--- config.mk ---
export PLATFORM = sky130hd
export DESIGN_NAME = regfile_write_arbiter
export DESIGN_NICKNAME = d
export VERILOG_FILES = /design/src/rtl/regfile_write_arbiter.sv
export SDC_FILE = /design/constraint.sdc
export NUM_CORES = 1
export LEC_CHECK = 0
export BUFFER_PORTS_ARGS = -buffer_cell sky130_fd_sc_hd__buf_4
export CAP_MARGIN = 20
export CORE_AREA = 2 2 76 114
export CTS_CLUSTER_SIZE = 30
export DETAILED_ROUTE_END_ITERATION = 7
export DIE_AREA = 0 0 78 116
export GPL_TIMING_DRIVEN = 0
export PLACE_DENSITY = 0.62
export SYNTH_ARGS = -nofsm -noshare
export SYNTH_HDL_FRONTEND = slang
export SYNTH_SLANG_ARGS = --single-unit
--- constraint.sdc ---
create_clock -name clk -period 1.5 [get_ports clk]
set_input_delay 0.3 -clock clk [delete_from_list [all_inputs] [get_ports clk]]
set_output_delay 0.3 -clock clk [all_outputs]
set_load 0.02 [all_outputs]
--- src/rtl/regfile_write_arbiter.sv ---
// Write-port sequencer for the central register file: zero sweep after reset or
// on request, then round-robin sharing between core writeback (0) and debug/loader (1).
module regfile_write_arbiter #(
  parameter int ADDR_W     = 5,
  parameter int DATA_W     = 32,
  parameter int NUM_REGS   = 32,
  parameter int PROTECT_R0 = 0
) (
  input  logic              clk,
  input  logic              rst,
  input  logic              clear_req,
  output logic              busy,
  input  logic              req0_valid,
  input  logic [ADDR_W-1:0] req0_addr,
  input  logic [DATA_W-1:0] req0_data,
  output logic              req0_ready,
  input  logic              req1_valid,
  input  logic [ADDR_W-1:0] req1_addr,
  input  logic [DATA_W-1:0] req1_data,
  output logic              req1_ready,
  output logic              rf_regWrite,
  output logic [ADDR_W-1:0] rf_writeAddr,
  output logic [DATA_W-1:0] rf_writeData,
  output logic              grant_id,
  output logic [7:0]        conflict_cnt
);

  typedef enum logic {CLEAR, ARB} stateT;

  localparam logic [ADDR_W-1:0] LAST_ADDR = ADDR_W'(NUM_REGS - 1);

  stateT             state;
  stateT             stateNext;
  logic [ADDR_W-1:0] sweepPtr;
  logic              rrPtr;
  logic              grant0;
  logic              grant1;
  logic              anyGrant;
  logic              winner;
  logic [ADDR_W-1:0] winAddr;
  logic [DATA_W-1:0] winData;
  logic              suppressWrite;

  // Grants are only made in ARB and never in a cycle that requests a new sweep.
  always_comb begin
    stateNext = state;
    grant0    = 1'b0;
    grant1    = 1'b0;
    case (state)
      CLEAR: begin
        if (sweepPtr == LAST_ADDR) stateNext = ARB;
      end
      ARB: begin
        if (clear_req) begin
          stateNext = CLEAR;
        end else if (req0_valid && (!req1_valid || !rrPtr)) begin
          grant0 = 1'b1;
        end else if (req1_valid) begin
          grant1 = 1'b1;
        end
      end
      default: stateNext = CLEAR;
    endcase
  end

  assign anyGrant      = grant0 | grant1;
  assign winner        = grant1;
  assign winAddr       = grant1 ? req1_addr : req0_addr;
  assign winData       = grant1 ? req1_data : req0_data;
  assign suppressWrite = (PROTECT_R0 != 0) && (winAddr == '0);

  assign busy       = (state == CLEAR);
  assign req0_ready = grant0;
  assign req1_ready = grant1;

  always_ff @(posedge clk or negedge rst) begin
    if (!rst) begin
      state    <= CLEAR;
      sweepPtr <= '0;
      rrPtr    <= 1'b0;
    end else begin
      state    <= stateNext;
      // Held at zero outside CLEAR so every sweep starts from address 0.
      sweepPtr <= (state == CLEAR) ? sweepPtr + ADDR_W'(1) : '0;
      if (anyGrant) rrPtr <= ~winner;
    end
  end

  always_ff @(posedge clk or negedge rst) begin
    if (!rst) begin
      rf_regWrite  <= 1'b0;
      rf_writeAddr <= '0;
      rf_writeData <= '0;
      grant_id     <= 1'b0;
    end else if (state == CLEAR) begin
      rf_regWrite  <= 1'b1;
      rf_writeAddr <= sweepPtr;
      rf_writeData <= '0;
    end else if (anyGrant) begin
      rf_regWrite  <= ~suppressWrite;
      rf_writeAddr <= winAddr;
      rf_writeData <= winData;
      grant_id     <= winner;
    end else begin
      rf_regWrite  <= 1'b0;
    end
  end

  always_ff @(posedge clk or negedge rst) begin
    if (!rst) begin
      conflict_cnt <= '0;
    end else if (state == ARB && req0_valid && req1_valid && conflict_cnt != 8'hFF) begin
      conflict_cnt <= conflict_cnt + 8'd1;
    end
  end

endmodule

==> flow_summary.yaml, run 1 <==
timing:
  timing.final.crit_share: 1.057
  finalHoldViolations: 0
  slew_violations: 0
  worst_pin_slew_ns: 0.7583
  finalCriticalPeriod_ns: 1.586
  max_freq_mhz: 630.5
  rsz0062_at_grt: "yes"
  fin_worst_skew_ns: 0.005911
  relSlewSlack: 0.4891
  setup_slack_ns: -0.08597
  setup_viol: 11
placed_design:
  portBuffers: 127
  place_congestion: 0.7270
  hpwl_um: 4797
  place_ws_ns: -0.3181
pwr:
  power_mw: 3.856
  p_comb_frac: 0.249
  total_leakage_power_nw: 2.211
  p_sw_mw: 1.053
  p_per_area_nw_per_um2: 1003
  internal_power_mw: 2.803
  vdd_ir_drop_max_v: 0.0007478
  pwr-share-clk: 0.295
  swShare: 0.2731
  p_seq_frac: 0.456
synthesis:
  synthCells: 204
  synth_edf_count: 0
  synth.yosys.seq_area_share: 0.5723
  synth_top_area_share: 0.5723
  yosysWarnings: 0
  avgSynthCellArea_um2: 11.57
  synth_common_cells: "54 x dfrtp_1, 35 x inv_1, 32 x a222oi_1"
  synth_ff_type: "dfrtp_1"
  ys_ff_latch: 54
  synth_top_area_cell: "dfrtp_1"
  yosys-top-cells-area: "dfrtp_1 57%, a222oi_1 14%, inv_1 5.6%, mux2i_1 2.1%, ha_1 1.6%"
  async_flop_share: 1.000
  yosys.cell_types.count: 31
  post-synth-top-count-cell: "dfrtp_1"
  syn_area_um2: 2361
  synth_nets: 286
worst_setup_path:
  startpoint: "rrPtr"
  path_class: "flop to primary output"
  cp_num_buf_inv: 3
  rrSetupSlack_ns: -0.03
  max_stage_delay_ns: 0.39
  r2r-start: "rrPtr"
  crit_chain: "buf_6 > a211oi_4 > buf_6 > buf_6"
  slowest_stage: "dfrtp_1"
  r2r_cells: 6
  cp-start-kind: "flop"
  critPathMostFrequentCell: "buf_6"
  critical_path_arrival_ns: 1.29
  cp-end-kind: "primary output"
  cp_max_fo: 3
  crit_cells: 4
  r2r-end: "rf_writeData[12]"
  critical_path.top_delay_family: "flip-flops"
  cp.required_ns: 1.20
  endpoint: "req0_ready"
drt:
  vias: 2235
  drtAntennaViolNets: 0
  drtIter0Drc: 150
  dr.pass1.iters: 5
  vias_per_cell: 4.869
  drc: 0
  wl_per_cell_um: 14.44
  routed_wl_um: 6630
floorplan:
  core_um2: 8008
  die_x_um: 78
  io_pins: 129
  fp.dieArea_um2: 9048
  initial_utilization: 0.2948
  core.rowCount: 40
  die_h_um: 116
grt:
  grt_start_max_net_pins: 55
  grt_pass1_vias: 2228
  antenna_found_initial: 0
  gr-total-overflow: 0
  track_usage: 0.1450
  grt_pass1_wl_um: 10520
status:
  violations: "negative setup slack"
  status: "complete, but fails checks"
clock_tree:
  tritoncts: "yes"
  cts_max_level: 2
  hold_buffers: 0
  insertion_delay_ns: 0.28
  root_buffer: "clkbuf_16"
  cts.reportedPaths.clkPinSlew_ns: 0.07
  clock_path_buffers: 2
  cts_buffers: 5
  clock-sinks: 54
worst_hold_path:
  hp-class: "input port to async pin"
final_layout:
  diodes: 0
  finish.utilization: 0.4800
  syn2layout_area_growth_pct: 62.80
  nNetsFinal: 435
  drive_gt1_frac: 0.5028
flow_run:
  maxCapViolCount: 0
==> repair_timing <==
| action | CTS | global route |
|---|---|---|
| resized for setup | 26 | 13 |
| buffers inserted | 12 | 2 |
| cloned | 1 | 1 |
| endpoints found under the setup margin | 35 | 37 |
| hold endpoints to repair | 0 | 0 |
| pin swaps | 31 | 4 |
==> cell usage in the layout (no fill, tap or decap), types with 4 or more instances in the layout <==
cell type	Yosys	routed
o21ai_0	5	5
buf_6	3	10
a222oi_1	32	32
and3_1	5	4
dfrtp_1	54	50
buf_2	7	6
buf_4	1	134
nand2_1	6	4
dfrtp_2	0	4
nand3_1	6	6
inv_1	35	34
nor2b_1	5	4
nor2_1	5	5
clkbuf_16	0	6
a22oi_1	4	4
buf_8	0	4
mux2i_1	5	5
==> cell type report <==
type / count / area [um2]
Buffer: 13 / 108.9
Clock buffer: 7 / 142.6
Clock inverter: 1 / 5.005
Fill cell: 787 / 4164
Inverter: 35 / 136.4
Multi-Input combinational cell: 101 / 830.8
Sequential cell: 54 / 1356
Tap cell: 105 / 131.4
Timing Repair Buffer: 143 / 1132
==> stage by stage <==
step	std cells	hold slack, ns	setup TNS (ns)	area (um2)
final	459	0.06511	-0.2306	3844
after global routing	459	0.1224	-2.290	3844
after CTS	457	0.08462	-1.953	3790
after detailed placement	436	0.3915	-3.493	3452
after global placement	436	0.3970	-2.573	3452
after floorplan	204	0.004409	0	2367
==> sequential cells by signal (all words and copies together), names as in the netlist <==
register / flops
grant_id: 1
conflict_cnt: 8
rrPtr: 1
state: 1
rf_writeAddr: 5
rf_writeData: 32
rf_regWrite: 1
sweepPtr: 5
==> power by group through the flow <==
stage                     Sequential, mW  Combinational, mW  Clock [mW]
final                               1.76              0.962        1.14
after detailed placement            1.79              0.901           0
after CTS                           1.76              0.969        1.19
after global placement              1.79              0.880           0
after global routing                1.78               1.07        1.25
after floorplan                     1.89              0.338           0
==> routing by layer <==
metal	track usage	wire [um]	vias up
met5	0	0	-
met4	0.03977	53	0
met3	0.02960	356	4
met2	0.2661	3524	77
met1	0.1717	2695	1096
li1	-	-	1058
==> worst min-delay path by stage <==
stage,startpoint,endpoint,cells after the start
after global routing,rst,rf_writeData[8],1
final,rst,rf_writeData[8],1
after global placement,rst,rf_writeData[8],1
after detailed placement,rst,rf_writeData[8],1
after CTS,rst,rf_writeData[8],1
after floorplan,rst,conflict_cnt[0],0
==> kinds of logic (layout without fill, tap and decap cells) <==
logic type | count (synthesis) | count (layout) | synth area share
buffers and inverters | 49 | 199 | 0.09274
adders and majority gates | 3 | 3 | 0.01590
AOI/OAI and AO/OA | 54 | 54 | 0.1977
muxes | 8 | 8 | 0.03551
DFF | 54 | 54 | 0.5723
and+or+nand+nor | 32 | 32 | 0.07102
xor gates and xnor gates | 4 | 4 | 0.01484
Note: power is estimated with default switching activity, not from simulation.
==> run 2: changes to the inputs <==
--- a/config.mk
+++ b/config.mk
@@ -7,12 +7,13 @@
 export LEC_CHECK = 0
 export BUFFER_PORTS_ARGS = -buffer_cell sky130_fd_sc_hd__buf_4
 export CAP_MARGIN = 20
-export CORE_AREA = 2 2 76 114
+export CORE_AREA = 2 2 66 100
 export CTS_CLUSTER_SIZE = 30
 export DETAILED_ROUTE_END_ITERATION = 7
-export DIE_AREA = 0 0 78 116
+export DIE_AREA = 0 0 68 102
 export GPL_TIMING_DRIVEN = 0
-export PLACE_DENSITY = 0.62
+export PLACE_DENSITY = 0.77
+export SETUP_SLACK_MARGIN = 0.3
 export SYNTH_ARGS = -nofsm -noshare
 export SYNTH_HDL_FRONTEND = slang
 export SYNTH_SLANG_ARGS = --single-unit
==> run 2 against run 1 <==
The run still ends with negative setup slack left. Highest routed layer unchanged. Global-route usage increased by 5.5 points. Register-to-register slack got worse by 0.06 ns. Critical path type unchanged. Largest cell class is now buffers. Count of clock-buffer cells in the layout decreased by 1. Cell count shrank 2.0%.
==> flow_summary.yaml, run 2 (synthesis results as in run 1) <==
timing:
  rsz0062_at_grt: "yes"
  timing.final.crit_share: 1.103
  whs_ns: 0.02465
  fin_worst_skew_ns: 0.006710
  worst_pin_slew_ns: 0.8984
  relSlewSlack: 0.3948
  setup_slack_ns: -0.1549
  setup_viol: 34
  max_freq_mhz: 604.3
  slew_violations: 0
  finalCriticalPeriod_ns: 1.655
  finalHoldViolations: 0
final_layout:
  diodes: 0
  design_area_um2: 4156
  final_cells: 450
  finish.utilization: 0.6878
  largest_register_ffs: 32
  mostFrequentLayoutCells: "137 x buf_4, 46 x dfrtp_1, 34 x buf_6, 34 x inv_1, 32 x a222oi_1"
  layout_commonest_cell: "buf_4"
  top_register: "rf_writeData"
  syn2layout_area_growth_pct: 76.05
  drive_gt1_frac: 0.5771
  fill_cells: 485
  largestRegisters: "rf_writeData (32), conflict_cnt (8)"
  nNetsFinal: 457
  multiInputGateArea_um2: 900.9
  seq_area_um2: 1361
worst_setup_path:
  r2r-start: "state"
  slowest_stage: "dfrtp_1"
  critPathMostFrequentCell: "buf_6"
  path_class: "flop to primary output"
  cp-end-kind: "primary output"
  critical_path_arrival_ns: 1.35
  cp.required_ns: 1.20
  max_stage_delay_ns: 0.40
  cp_max_fo: 3
  r2r_cells: 7
  r2r-end: "rf_writeData[15]"
  rrSetupSlack_ns: -0.09
  crit_chain: "nor2b_4 > and3_4 > buf_6 > buf_8 > buf_6"
  cp-start-kind: "flop"
placed_design:
  place_congestion: 0.7255
  place_area_um2: 3465
  hpwl_um: 4833
  portBuffers: 127
  dp_cells: 405
pwr:
  p_seq_frac: 0.429
  p_per_area_nw_per_um2: 996.6
  p_sw_mw: 1.130
  internal_power_mw: 3.012
  swShare: 0.2729
  vdd_ir_drop_max_v: 0.0009249
  p_comb_frac: 0.286
  total_leakage_power_nw: 2.357
  pwr-share-clk: 0.286
  power_mw: 4.142
clock_tree:
  cts_max_level: 2
  cts.reportedPaths.clkPinSlew_ns: 0.09
  insertion_delay_ns: 0.30
  tritoncts: "yes"
  hold_buffers: 0
  root_buffer: "clkbuf_8"
  clock-sinks: 54
  cts_buffers: 5
  clock_path_buffers: 2
grt:
  gr-total-overflow: 0
  grt_pass1_vias: 2386
  grt_start_max_net_pins: 55
  track_usage: 0.2002
  antenna_found_initial: 0
  grt_pass1_wl_um: 10640
floorplan:
  initial_utilization: 0.3907
  core.rowCount: 35
  core_um2: 6043
  fp.dieArea_um2: 6936
  io_pins: 129
  die_x_um: 68
  die_h_um: 102
drt:
  drc: 0
  wl_per_cell_um: 15.73
  vias_per_cell: 5.347
  drtIter0Drc: 189
  routed_wl_um: 7078
  vias: 2406
  dr.pass1.iters: 6
  drtAntennaViolNets: 0
status:
  violations: "negative setup slack"
  status: "complete, but fails checks"
flow_run:
  maxCapViolCount: 0
worst_hold_path:
  hp-class: "input port to async pin"
==> run 2: layer usage <==
metal | global-route usage | vias to the layer above | routed length, um
met5 | 0 | - | 0
met4 | 0.08615 | 0 | 161
met3 | 0.05066 | 14 | 560
met2 | 0.3615 | 113 | 3847
met1 | 0.2141 | 1176 | 2508
li1 | - | 1103 | -
==> run 2: final cells by class <==
class,instances,share of cell area
sequential,54,0.3275
timing repair buffer,164,0.3266
multi-input combinational,101,0.2167
buffer,14,0.04034
inverter,35,0.03221
tap,74,0.02228
clock buffer,6,0.01987
clock inverter,2,0.01445
==> run 2: worst max path at each step <==
stage | from | end | slack [ns] | cells after the start
after floorplan | conflict_cnt[3] | conflict_cnt[1] | 0.08 | 5
after global placement | state | req0_ready | -0.20 | 5
after detailed placement | state | req0_ready | -0.22 | 5
after CTS | rrPtr | req0_ready | -0.16 | 4
after global routing | rrPtr | req0_ready | -0.20 | 4
final | state | req1_ready | -0.15 | 5
==> run 2: critical path: cells and delay by family (launching register included) <==
kind | cells | cell delay (ns)
DFF | 1 | 0.40
and+or+nand+nor | 2 | 0.30
buffers and inverters | 3 | 0.35
==> run 2: power groups by stage <==
stage                     clock (mW)  combinational, mW  sequential [mW]
after CTS                       1.21               1.07             1.76
after global placement             0              0.897             1.79
after detailed placement           0              0.917             1.80
after floorplan                    0              0.357             1.90
final                           1.18               1.18             1.78
after global routing            1.28               1.29             1.80
==> run 2: timing repair <==
action / 4_1_cts / 5_1_grt
gates resized for setup: 48 / 24
setup endpoints to repair: 58 / 61
buffers inserted: 27 / 8
pin swaps: 12 / 12
cloned: 1 / 1
==> run 2: stage by stage <==
step           setup TNS, ns  worst slack (ns)
5_1_grt               -4.374           -0.2022
6_report              -2.065           -0.1549
4_1_cts               -2.552           -0.1577
2_1_floorplan              0           0.07544
3_5_place_dp          -1.634           -0.2186
3_3_place_gp          -1.063           -0.2046
